File: src/rtl/uart_pkg.sv
// uart_pkg: mode encoding and level-width helper shared by the UART stream bridge.
package uart_pkg;

    typedef enum logic [1:0] {
        HOST  = 2'd0,
        LOOP  = 2'd1,
        DRAIN = 2'd2
    } mode_state_e;

    function automatic int level_width(input int depth);
        return $clog2(depth) + 1;
    endfunction

endpackage

File: src/rtl/sync_fifo.sv
// sync_fifo: single-clock FIFO with flop storage, occupancy level and synchronous flush.
module sync_fifo
    import uart_pkg::*;
#(
    parameter int DATA_WIDTH = 8,
    parameter int DEPTH      = 16
) (
    input  logic                          clk,
    input  logic                          rst,
    input  logic                          flush,
    input  logic                          push,
    input  logic [DATA_WIDTH-1:0]         push_data,
    input  logic                          pop,
    output logic [DATA_WIDTH-1:0]         pop_data,
    output logic [level_width(DEPTH)-1:0] level,
    output logic                          full,
    output logic                          empty
);
    localparam int AW = $clog2(DEPTH);
    localparam int LW = level_width(DEPTH);

    logic [DATA_WIDTH-1:0] mem [DEPTH];
    logic [AW-1:0]         wr_ptr, rd_ptr;
    logic                  do_push, do_pop;

    // Full is judged on the registered level only, so a same-cycle pop never frees a slot.
    assign full     = level == LW'(DEPTH);
    assign empty    = level == '0;
    assign do_push  = push && !full && !flush;
    assign do_pop   = pop && !empty && !flush;
    assign pop_data = mem[rd_ptr];

    always_ff @(posedge clk) begin
        if (do_push) mem[wr_ptr] <= push_data;
    end

    always_ff @(posedge clk) begin
        if (rst || flush) begin
            wr_ptr <= '0;
            rd_ptr <= '0;
            level  <= '0;
        end else begin
            if (do_push) wr_ptr <= wr_ptr + 1'b1;
            if (do_pop) rd_ptr <= rd_ptr + 1'b1;
            level <= level + LW'(do_push) - LW'(do_pop);
        end
    end

endmodule

File: src/rtl/uart_stream_bridge.sv
// uart_stream_bridge: RX/TX buffering between uart_rx/uart_tx and a host stream,
// with loopback echo, drop accounting and drain-before-switch mode control.
module uart_stream_bridge
    import uart_pkg::*;
#(
    parameter int DATA_WIDTH = 8,
    parameter int RX_DEPTH   = 16,
    parameter int TX_DEPTH   = 16,
    parameter int CNT_WIDTH  = 16
) (
    input  logic                             clk,
    input  logic                             rst,
    input  logic                             loopback,
    input  logic                             flush,
    input  logic [DATA_WIDTH-1:0]            uart_rx_tdata,
    input  logic                             uart_rx_tvalid,
    output logic                             uart_rx_tready,
    output logic [DATA_WIDTH-1:0]            uart_tx_tdata,
    output logic                             uart_tx_tvalid,
    input  logic                             uart_tx_tready,
    output logic [DATA_WIDTH-1:0]            host_rx_tdata,
    output logic                             host_rx_tvalid,
    input  logic                             host_rx_tready,
    input  logic [DATA_WIDTH-1:0]            host_tx_tdata,
    input  logic                             host_tx_tvalid,
    output logic                             host_tx_tready,
    output logic [level_width(RX_DEPTH)-1:0] rx_level,
    output logic [level_width(TX_DEPTH)-1:0] tx_level,
    output logic [CNT_WIDTH-1:0]             drop_count,
    output logic                             overflow,
    output logic [1:0]                       mode_state
);
    mode_state_e           state, state_n;
    logic                  rdy;
    logic                  rx_push, rx_pop, rx_full, rx_empty;
    logic                  tx_push, tx_pop, tx_full, tx_empty;
    logic                  drop_evt;
    logic [DATA_WIDTH-1:0] rx_data, tx_push_data;

    assign uart_rx_tready = rdy;
    assign rx_push        = uart_rx_tvalid && rdy;
    assign drop_evt       = rx_push && rx_full && !flush;
    assign uart_tx_tvalid = !tx_empty;
    assign tx_pop         = uart_tx_tvalid && uart_tx_tready;
    assign host_rx_tdata  = rx_data;
    assign mode_state     = state;

    always_comb begin
        state_n        = state;
        rx_pop         = 1'b0;
        tx_push        = 1'b0;
        tx_push_data   = host_tx_tdata;
        host_rx_tvalid = 1'b0;
        host_tx_tready = 1'b0;
        case (state)
            HOST: begin
                host_rx_tvalid = !rx_empty;
                host_tx_tready = rdy && !tx_full;
                rx_pop         = host_rx_tvalid && host_rx_tready;
                tx_push        = host_tx_tvalid && host_tx_tready;
                state_n        = loopback ? DRAIN : HOST;
            end
            LOOP: begin
                rx_pop       = !rx_empty && !tx_full;
                tx_push      = rx_pop;
                tx_push_data = rx_data;
                state_n      = loopback ? LOOP : DRAIN;
            end
            DRAIN: begin
                // A flush empties TX at this edge, so the drain is over as well.
                if (tx_empty || flush) state_n = loopback ? LOOP : HOST;
            end
            default: state_n = HOST;
        endcase
    end

    always_ff @(posedge clk) begin
        if (rst) begin
            state      <= HOST;
            rdy        <= 1'b0;
            overflow   <= 1'b0;
            drop_count <= '0;
        end else begin
            state    <= state_n;
            rdy      <= 1'b1;
            overflow <= drop_evt;
            if (drop_evt && !(&drop_count)) drop_count <= drop_count + 1'b1;
        end
    end

    sync_fifo #(.DATA_WIDTH(DATA_WIDTH), .DEPTH(RX_DEPTH)) u_rx_fifo (
        .clk       (clk),
        .rst       (rst),
        .flush     (flush),
        .push      (rx_push),
        .push_data (uart_rx_tdata),
        .pop       (rx_pop),
        .pop_data  (rx_data),
        .level     (rx_level),
        .full      (rx_full),
        .empty     (rx_empty)
    );

    sync_fifo #(.DATA_WIDTH(DATA_WIDTH), .DEPTH(TX_DEPTH)) u_tx_fifo (
        .clk       (clk),
        .rst       (rst),
        .flush     (flush),
        .push      (tx_push),
        .push_data (tx_push_data),
        .pop       (tx_pop),
        .pop_data  (uart_tx_tdata),
        .level     (tx_level),
        .full      (tx_full),
        .empty     (tx_empty)
    );

endmodule

File: config.mk
export PLATFORM = sky130hd
export DESIGN_NAME = uart_stream_bridge
export DESIGN_NICKNAME = d
export VERILOG_FILES = /design/src/rtl/uart_pkg.sv /design/src/rtl/sync_fifo.sv /design/src/rtl/uart_stream_bridge.sv
export SDC_FILE = /design/constraint.sdc
export NUM_CORES = 1
export LEC_CHECK = 0
export BUFFER_PORTS_ARGS = -buffer_cell sky130_fd_sc_hd__buf_2
export CORE_AREA = 2 2 187 134
export CTS_BUF_LIST = sky130_fd_sc_hd__clkbuf_16
export DETAILED_ROUTE_END_ITERATION = 8
export DIE_AREA = 0 0 189 136
export PLACE_DENSITY = 0.72
export SETUP_SLACK_MARGIN = 0.2
export SYNTH_ARGS = -nofsm -noshare
export SYNTH_HDL_FRONTEND = slang
export SYNTH_SLANG_ARGS = --single-unit
File: constraint.sdc
create_clock -name clk -period 4.4 [get_ports clk]
set_input_delay 0 -clock clk [delete_from_list [all_inputs] [get_ports clk]]
set_output_delay 0 -clock clk [all_outputs]
set_load 0.01 [all_outputs]
# Word-level counts from Yosys, hierarchy flattened
# Memory sizes are Yosys's and may differ from the RTL's. A register that Yosys moved wholly into a read port is not among the register bits.
# Cells that the tools add are included.
# word_totals
register_bits	46
ramBits	256
input_bits	24
out_inout_bits	49
word_cells	74
memories	2
# op_classes
n_addsub	9
n_eq_ne	5
mux	19
reduce_logical	29
# memory_table
memory	depth	width	rd	rd_ports_with_merged_regs	wr	line	text
u_rx_fifo.mem	16	8	1	1	1	sync_fifo.sv:22	logic [DATA_WIDTH-1:0] mem [DEPTH];
u_tx_fifo.mem	16	8	1	1	1	sync_fifo.sv:22	
# ops
op	count
1-bit logical AND	17
16-bit by 1-bit adder with 16-bit output (second input constant)	1
4-bit by 1-bit adder with 4-bit output (second input constant)	4
4-bit 2-to-1 mux	4
16-bit AND reduction	1
5-bit by 1-bit adder with 5-bit output	2
5-bit equality test (second input constant)	2
5-bit zero test	2
5-bit by 1-bit subtractor with 5-bit output	2
1-bit 2-to-1 mux	8
8-bit 2-to-1 mux	1
1-bit zero test	6
2-bit 2-to-1 mux	3
2-bit case mux with 3 select lines	1
1-bit case mux with 2 select lines	2
2-bit by 1-bit equality test with 1-bit output (second input constant)	1
2-bit equality test (second input constant)	1
2-bit zero test	1
1-bit logical OR	2
2-bit != test (second input constant)	1

# Logic depth before layout (Yosys ltp)
# Gate-level depths: netlist of run 1.
# logic_depth
ltp_word	9
depth_mapped	13
mapped_depth_nobuf	13

# By module
# Synthesis of run 1 repeated with hierarchy kept, for this count alone.
# unflattened
cells_unflattened	755
hier_area_um2	12746.0
# modules_own_cells
mod	instances	cells_per_inst	area_per_inst_um2
sync_fifo	2	312	5794.3
uart_stream_bridge	1	131	1157.4

# Worst setup path after synthesis of run 1
# OpenSTA, ideal clock, no wires.
# synth_path
kind	flip-flop to flip-flop
startpoint	register u_tx_fifo.level[2]
endpoint	register u_rx_fifo.level[4]
arrival_time_ns	2.788
slack_ns	1.489
stages_incl_launch_ff	14
n_path_buf	0
path_cell_list	dfxtp_1 inv_1 ha_1 nor4bb_4 a2111oi_4 ha_1 inv_1 ha_1 inv_1 fa_1 nand2b_1 a21oi_1 o21ai_0 nor3b_1
# synth_between
elab_chain_len	7
# synth_lines
element	line	text
from (decl)	sync_fifo.sv:15	output logic [level_width(DEPTH)-1:0] level,
from (signal assigned)	sync_fifo.sv:45	level <= level + LW'(do_push) - LW'(do_pop);
5-bit equality test	sync_fifo.sv:27	assign full = level == LW'(DEPTH);
1-bit zero test	uart_stream_bridge.sv:64	rx_pop = !rx_empty && !tx_full;
1-bit logical AND	uart_stream_bridge.sv:64	
1-bit case mux with 2 select lines	uart_stream_bridge.sv:55	case (state)
1-bit logical AND (2 in series)	sync_fifo.sv:30	assign do_pop = pop && !empty && !flush;
named net u_rx_fifo.do_pop	sync_fifo.sv:24	logic do_push, do_pop;
5-bit by 1-bit subtractor with 5-bit output	sync_fifo.sv:45	
to (signal assigned)	sync_fifo.sv:45	
to (decl)	sync_fifo.sv:15	
# The timed path passes the listed nets, and every way through them passes these cells.
# A chain may end at the register's enable or synchronous reset.

# Worst setup path in the final report of run 1
# layout_path
startpoint	register u_tx_fifo.level[3]
endpoint	register u_tx_fifo.level[4]
# layout_between
elab_cells_between_ends	15
# layout_lines
element	line	text
5-bit zero test (*)	sync_fifo.sv:28	assign empty = level == '0;
1-bit zero test (*)	sync_fifo.sv:30, uart_stream_bridge.sv:43	
1-bit logical AND	uart_stream_bridge.sv:44	assign tx_pop = uart_tx_tvalid && uart_tx_tready;
1-bit logical AND (*) (2 in series)	sync_fifo.sv:30	
named net u_tx_fifo.do_pop	sync_fifo.sv:24	
5-bit by 1-bit subtractor with 5-bit output (*)	sync_fifo.sv:45	
# The timed path passes the listed nets; every way through them passes the cells marked *.

==> results of run 1 <==
==> logic make-up after synthesis <==
kind of cell             share of synthesized area
buffers and inverters                       0.0245
XOR/XNOR                                   0.00740
AO/OA/AOI/OAI                               0.0229
adder cells (fa/ha/maj)                     0.0252
AND/OR/NAND/NOR                             0.0765
multiplexers                                 0.170
flip-flops                                   0.674
==> layout by cell type (no fill, tap or decap), types with 13 or more instances in the layout <==
cell type / n
a21oi_1: 21
and2_1: 15
buf_2: 72
clkbuf_16: 30
dfxtp_1: 51
dlygate4sd3_1: 13
edfxtp_1: 256
ha_1: 23
inv_1: 31
mux2_2: 18
mux2i_1: 29
mux4_1: 26
mux4_2: 46
nand2_1: 21
nand3_1: 16
nor2_1: 40
==> per-layer routing <==
metal | vias to the layer above | GRT usage
met5 | - | 0
met4 | 0 | 0.0438
met3 | 37 | 0.0333
met2 | 219 | 0.319
met1 | 3640 | 0.311
li1 | 3128 | -
==> registers in the layout, indices dropped and copies added, names as in the netlist, named ones only <==
signal	cells
u_tx_fifo.wr_ptr	4
mode_state	2
u_tx_fifo.mem	128
u_rx_fifo.wr_ptr	4
uart_rx_tready	1
drop_count	16
u_rx_fifo.level	5
u_rx_fifo.rd_ptr	4
overflow	1
u_rx_fifo.mem	128
u_tx_fifo.level	5
u_tx_fifo.rd_ptr	4
==> layout make-up <==
type	instances	area (um2)
fillers	1710	9390
flip-flops and latches	310	8770
multi-input cells	372	3950
clock buffers	30	751
repair buffers	91	533
well taps	325	407
clock inverters	23	184
inverters	26	97.6
==> critical path, stage by stage, from the launching register on <==
cell and delay [ns]:
dfxtp_1 0.33, inv_1 0.09, ha_1 0.19, nor4b_1 0.81, nor3b_2 0.20, ha_1 0.33, inv_1 0.06, ha_1 0.17
inv_1 0.07, fa_1 0.39, nand2b_1 0.18, a21oi_1 0.18, o21ai_0 0.10, nor3b_1 0.14
==> power by group <==
part / leakage [nW] / total (mW) / internal (mW) / switching [mW]
registers: 2.74 / 3.22 / 3.20 / 0.0244
clock network: 0.488 / 2.46 / 1.41 / 1.05
logic: 1.69 / 0.305 / 0.121 / 0.184
total: 4.92 / 5.98 / 4.73 / 1.26
==> per-stage QoR <==
stage	setup slack (ns)	hold slack, ns
5_1_grt	0.704	0.0525
4_1_cts	0.988	0.000793
3_5_place_dp	0.965	0.293
3_3_place_gp	1.32	0.270
6_report	1.05	0.0171
2_1_floorplan	1.49	0.0989
==> synth_stat cells (all sizes together), types with 10 or more instances <==
cell and instances:
a21oi 21, and2 15, and3 10, buf 26
clkbuf 12, dfxtp 54, edfxtp 256, ha 23
inv 26, mux2 18, mux2i 29, mux4 72
nand2 21, nand3 16, nor2 40, nor2b 12
nor3 10
==> worst paths after layout <==
path,to,slack [ns]
worst min register to register,u_rx_fifo.rd_ptr[3]$_SDFFE_PP0P_,0.50
worst max-delay path,u_tx_fifo.level[4]$_SDFF_PP0_,1.05
worst max register to register,u_tx_fifo.level[4]$_SDFF_PP0_,1.05
worst min-delay path,u_tx_fifo.wr_ptr[1]$_SDFFE_PP0P_,0.02
==> timing repair <==
item	4_1_cts	5_1_grt
resized for setup	0	0
setup endpoints to repair	0	0
hold buffers	13	0
hold endpoints to repair	141	0
==> impl_metrics.py, run 1 <==
metrics = {
    "synth": {
        "synthesis.area_mm2": 0.0130,
        "syn_nets": 795,
        "yosysTopAreaCell": "edfxtp_1",
        "synthCells": 746,
        "yosysWarnings": 0,
        "async_reset_ff_frac": 0,
        "avgSynthCellArea_um2": 17.4,
        "yosysSeqAreaShare": 0.674,
        "synth-seq-cells": 310,
        "synth_top_cell_area_share": 0.591,
        "synth_edf_count": 256,
        "yosys_most_used_dff": "edfxtp_1",
        "ys_types": 51,
        "synth_area_leaders": "edfxtp_1 59%, dfxtp_1 8.3%, mux4_2 8.0%",
    },
    "timing": {
        "slew_headroom": 0.115,
        "final-hold-violation-count": 0,
        "rsz0062_at_grt": "false",
        "maxSlewViolCount": 0,
        "finalCritPeriodShare": 0.762,
        "setup_viol": 0,
        "max_freq_mhz": 298,
        "setup_tns_ns": 0,
        "fin_worst_skew_ns": 0.0158,
        "fin_crit_ns": 3.35,
        "tightestPinTransition_ns": 1.32,
    },
    "clock_network": {
        "htree_num_levels": 1,
        "cts_buffers": 29,
        "post-cts-setup-buffers": 0,
        "cts_root_buf": "clkbuf_16",
        "cts_buffer_depth": 3,
        "cts_tree": "yes",
        "clkLatencyLatePin_ns": 0.54,
        "clk_pin_slew_ns": 0.07,
        "cts.sinks": 310,
    },
    "finish": {
        "finalNonFillerCells": 1177,
        "synthToLayoutAreaGrowth_pct": 12.9,
        "final_util": 0.610,
        "antenna_cells": 0,
        "post-route-cell-area_mm2": 0.0147,
        "drive_above_1_share": 0.237,
        "nNetsFinal": 879,
    },
    "detailed_routing": {
        "vias": 7024,
        "vias_per_cell": 5.97,
        "drt-met1-wl_um": 12100,
        "dr.pass1.iters": 7,
        "drtIter0Drc": 550,
        "routedWlPerCell_um": 22.0,
        "wl_um": 25900,
        "dr.max_layer_used": "met4",
        "drc": 0,
        "wl_met3_um": 1380,
        "wl_met2_um": 12000,
        "ant_nets": 0,
    },
    "power": {
        "vdd_ir_drop_max_v": 0.000307,
        "power_density_mw_per_mm2": 407,
        "power_mw": 5.98,
        "leakage_nw": 4.92,
    },
    "run": {
        "maxCapViolations": 0,
    },
    "die": {
        "die_y_um": 136,
        "num_rows": 48,
        "start_util": 0.541,
        "io_pins": 73,
        "die_width_um": 189,
        "die_area_mm2": 0.0257,
        "coreArea_mm2": 0.0241,
    },
    "worst_setup_path": {
        "reg2reg_depth": 13,
        "crit_path_max_fanout": 5,
        "startpoint": "u_tx_fifo.level[3]$_SDFF_PP0_",
        "crit_path_end_kind": "flip-flop",
        "worst_ep_required_time_ns": 4.81,
        "crit_type": "flip-flop to flip-flop",
        "arrival_ns": 3.77,
        "r2r-start": "u_tx_fifo.level[3]$_SDFF_PP0_",
        "cp-start-kind": "flip-flop",
    },
    "min_path": {
        "min_from": "host_tx_tvalid",
        "hold_class": "input pin to flip-flop",
        "whs_path_depth": 4,
    },
    "place": {
        "hpwl_um": 17600,
        "gp_congestion": 0.858,
        "dpl-instance-area_mm2": 0.0136,
        "io_buffers": 72,
        "place_inst": 1110,
    },
    "grt": {
        "grt_pass1_vias": 7060,
        "antenna_found_initial": 0,
        "grt_use_total": 0.206,
        "grt_pass1_wl_um": 40300,
        "grt_overflow": 0,
        "grt_max_degree": 33,
    },
    "outcome": {
        "status": "finished, final reports clean",
    },
}
Power figures use the tool's default switching activity.
==> run 2, diff against run 1 <==
Clock period 4.4 ns to 3.5 ns, I/O delays scaled along.
==> run 2 against run 1 <==
Maximum frequency rose by 7.1%. Core utilization rose by 1.0 points. Final area rose by 1.7%. Sequential power rose by 26%. Global-route usage rose by 0.41 points. Worst hold slack got worse by 0.0021 ns. Clock skew fell by 0.0059 ns. Clock power rose by 38%. Setup slack got worse by 0.68 ns. Die area did not move. Critical path depth rose by 1. Count of clock-buffer cells in the layout fell by 1. Largest cell class unchanged. Highest routed layer unchanged.
==> impl_metrics.py, run 2 (synthesis results as in run 1) <==
metrics = {
    "timing": {
        "fin_worst_skew_ns": 0.00989,
        "slew_headroom": 0.386,
        "tightestPinTransition_ns": 0.918,
        "max_freq_mhz": 319,
        "final-hold-violation-count": 0,
        "fin_crit_ns": 3.13,
        "setup_tns_ns": 0,
        "maxSlewViolCount": 0,
        "finalCritPeriodShare": 0.895,
        "setup_viol": 0,
        "rsz0062_at_grt": "false",
    },
    "detailed_routing": {
        "wl_um": 26100,
        "vias": 6979,
        "routedWlPerCell_um": 21.9,
        "vias_per_cell": 5.85,
        "drtIter0Drc": 707,
        "ant_nets": 0,
        "drc": 0,
        "dr.pass1.iters": 5,
    },
    "finish": {
        "final_common_cell": "edfxtp_1",
        "regArea_mm2": 0.00877,
        "fillers": 1746,
        "nNetsFinal": 893,
        "finalNonFillerCells": 1192,
        "final_cell_mix": "256 x edfxtp_1, 72 x buf_2, 52 x dfxtp_1",
        "synthToLayoutAreaGrowth_pct": 14.7,
        "antenna_cells": 0,
        "reg_top3": "u_rx_fifo.mem (128), u_tx_fifo.mem (128), drop_count (16)",
        "drive_above_1_share": 0.250,
        "multi_input_area_mm2": 0.00396,
    },
    "place": {
        "io_buffers": 72,
        "hpwl_um": 17700,
        "place_inst": 1122,
        "gp_congestion": 0.840,
    },
    "worst_setup_path": {
        "crit_path_end_kind": "flip-flop",
        "arrival_ns": 3.55,
        "crit_path_max_fanout": 7,
        "slowest_delay_ns": 0.38,
        "crit_type": "flip-flop to flip-flop",
        "crit_chain": "inv_1 -> ha_1 -> nor4bb_4 -> a2111oi_4 -> buf_4 -> ha_1 -> inv_1 -> ha_1 -> inv_1 -> fa_1 -> nand2b_1 -> a21oi_1 -> o21ai_0 -> nor3b_1",
        "worst_ep_required_time_ns": 3.92,
        "cp-start-kind": "flip-flop",
        "slowest_stage": "dfxtp_1",
    },
    "power": {
        "seq_power_share": 0.516,
        "p_clk_frac": 0.433,
        "intPower_mw": 6.22,
        "netSwitchingFraction": 0.207,
        "vdd_ir_drop_max_v": 0.000423,
        "power_density_mw_per_mm2": 525,
        "switching_power_mw": 1.62,
        "combPwrFrac": 0.051,
        "leakage_nw": 5.02,
    },
    "die": {
        "num_rows": 48,
        "start_util": 0.541,
        "io_pins": 73,
        "die_width_um": 189,
        "coreArea_mm2": 0.0241,
        "die_y_um": 136,
        "die_area_mm2": 0.0257,
    },
    "clock_network": {
        "cts_root_buf": "clkbuf_16",
        "cts.sinks": 310,
        "cts_buffer_depth": 3,
        "cts_buffers": 29,
        "htree_num_levels": 1,
        "clk_pin_slew_ns": 0.07,
        "clkLatencyLatePin_ns": 0.56,
        "cts_tree": "yes",
    },
    "grt": {
        "grt_use_total": 0.210,
        "antenna_found_initial": 0,
        "grt_overflow": 0,
        "grt_max_degree": 33,
        "grt_pass1_wl_um": 41000,
        "grt_pass1_vias": 7176,
    },
    "outcome": {
        "status": "finished, final reports clean",
    },
    "min_path": {
        "hold_class": "input pin to flip-flop",
    },
    "run": {
        "maxCapViolations": 0,
    },
}
## run 2: changes by cell type in the layout (fill, tap and decap cells not counted), sizes merged
cell and change:
buf +12, bufinv +4, clkbuf -2, clkinv -3, clkinvlp +5, dlygate4sd3 +3, inv -4
## run 2: power by group through the flow
stage	clock network [mW]	registers, mW	logic [mW]
floorplan	0	4.12	0.239
global placement	0	4.13	0.361
detailed placement	0	4.13	0.382
CTS	3.44	4.05	0.398
global route	3.59	4.05	0.441
finish	3.39	4.05	0.401
## run 2: worst paths after layout
kind	startpoint	endpoint	slack (ns)	cells past startpoint
hold / removal	host_tx_tdata[1]	u_tx_fifo.mem[9][1]$_DFFE_PP_	0.02	2
hold reg to reg	u_rx_fifo.rd_ptr[3]$_SDFFE_PP0P_	flip-flop	0.50	2
setup / recovery	u_tx_fifo.level[2]$_SDFF_PP0_	u_rx_fifo.level[4]$_SDFF_PP0_	0.37	14
setup reg to reg	u_tx_fifo.level[2]$_SDFF_PP0_	u_rx_fifo.level[4]$_SDFF_PP0_	0.37	14
## run 2: layout make-up
cell class	count	share of cell area
flip-flops and latches	310	0.587
multi-input cells	372	0.265
clock buffers	29	0.0486
repair buffers	105	0.0442
well taps	325	0.0272
clock inverters	25	0.0214
inverters	26	0.00653
## run 2: layer usage
metal	GRT usage	vias to the layer above	wire [um]	part of all wire
met5	0	-	0	0
met4	0.0352	0	326	0.013
met3	0.0338	29	1330	0.051
met2	0.336	205	12300	0.47
met1	0.313	3584	12100	0.47
li1	-	3161	-	-
## run 2: worst max-delay path, delay by kind of cell, from the launching register on
kind	cells	cell delay, ns
AO/OA/AOI/OAI	3	0.68
adder cells (fa/ha/maj)	4	0.99
buffers and inverters	4	0.41
flip-flops	1	0.38
AND/OR/NAND/NOR	3	0.53
## run 2: repair_timing
item	CTS	global route
hold endpoints to repair	162	0
buffers inserted	0	0
setup endpoints to repair	0	2
resized for setup	0	2
hold buffers	16	0
## run 2: stage by stage
stage / setup WS (ns) / hold slack, ns / utilization / total power, mW / cell area [um2]
floorplan: 0.589 / 0.0989 / - / 4.36 / 13000
global placement: 0.551 / 0.263 / 0.570 / 4.49 / 13700
detailed placement: 0.392 / 0.276 / 0.570 / 4.51 / 13700
CTS: 0.381 / 0.000102 / 0.620 / 7.89 / 14900
global route: 0.257 / 0.0464 / 0.620 / 8.09 / 14900
finish: 0.366 / 0.0150 / 0.620 / 7.84 / 14900
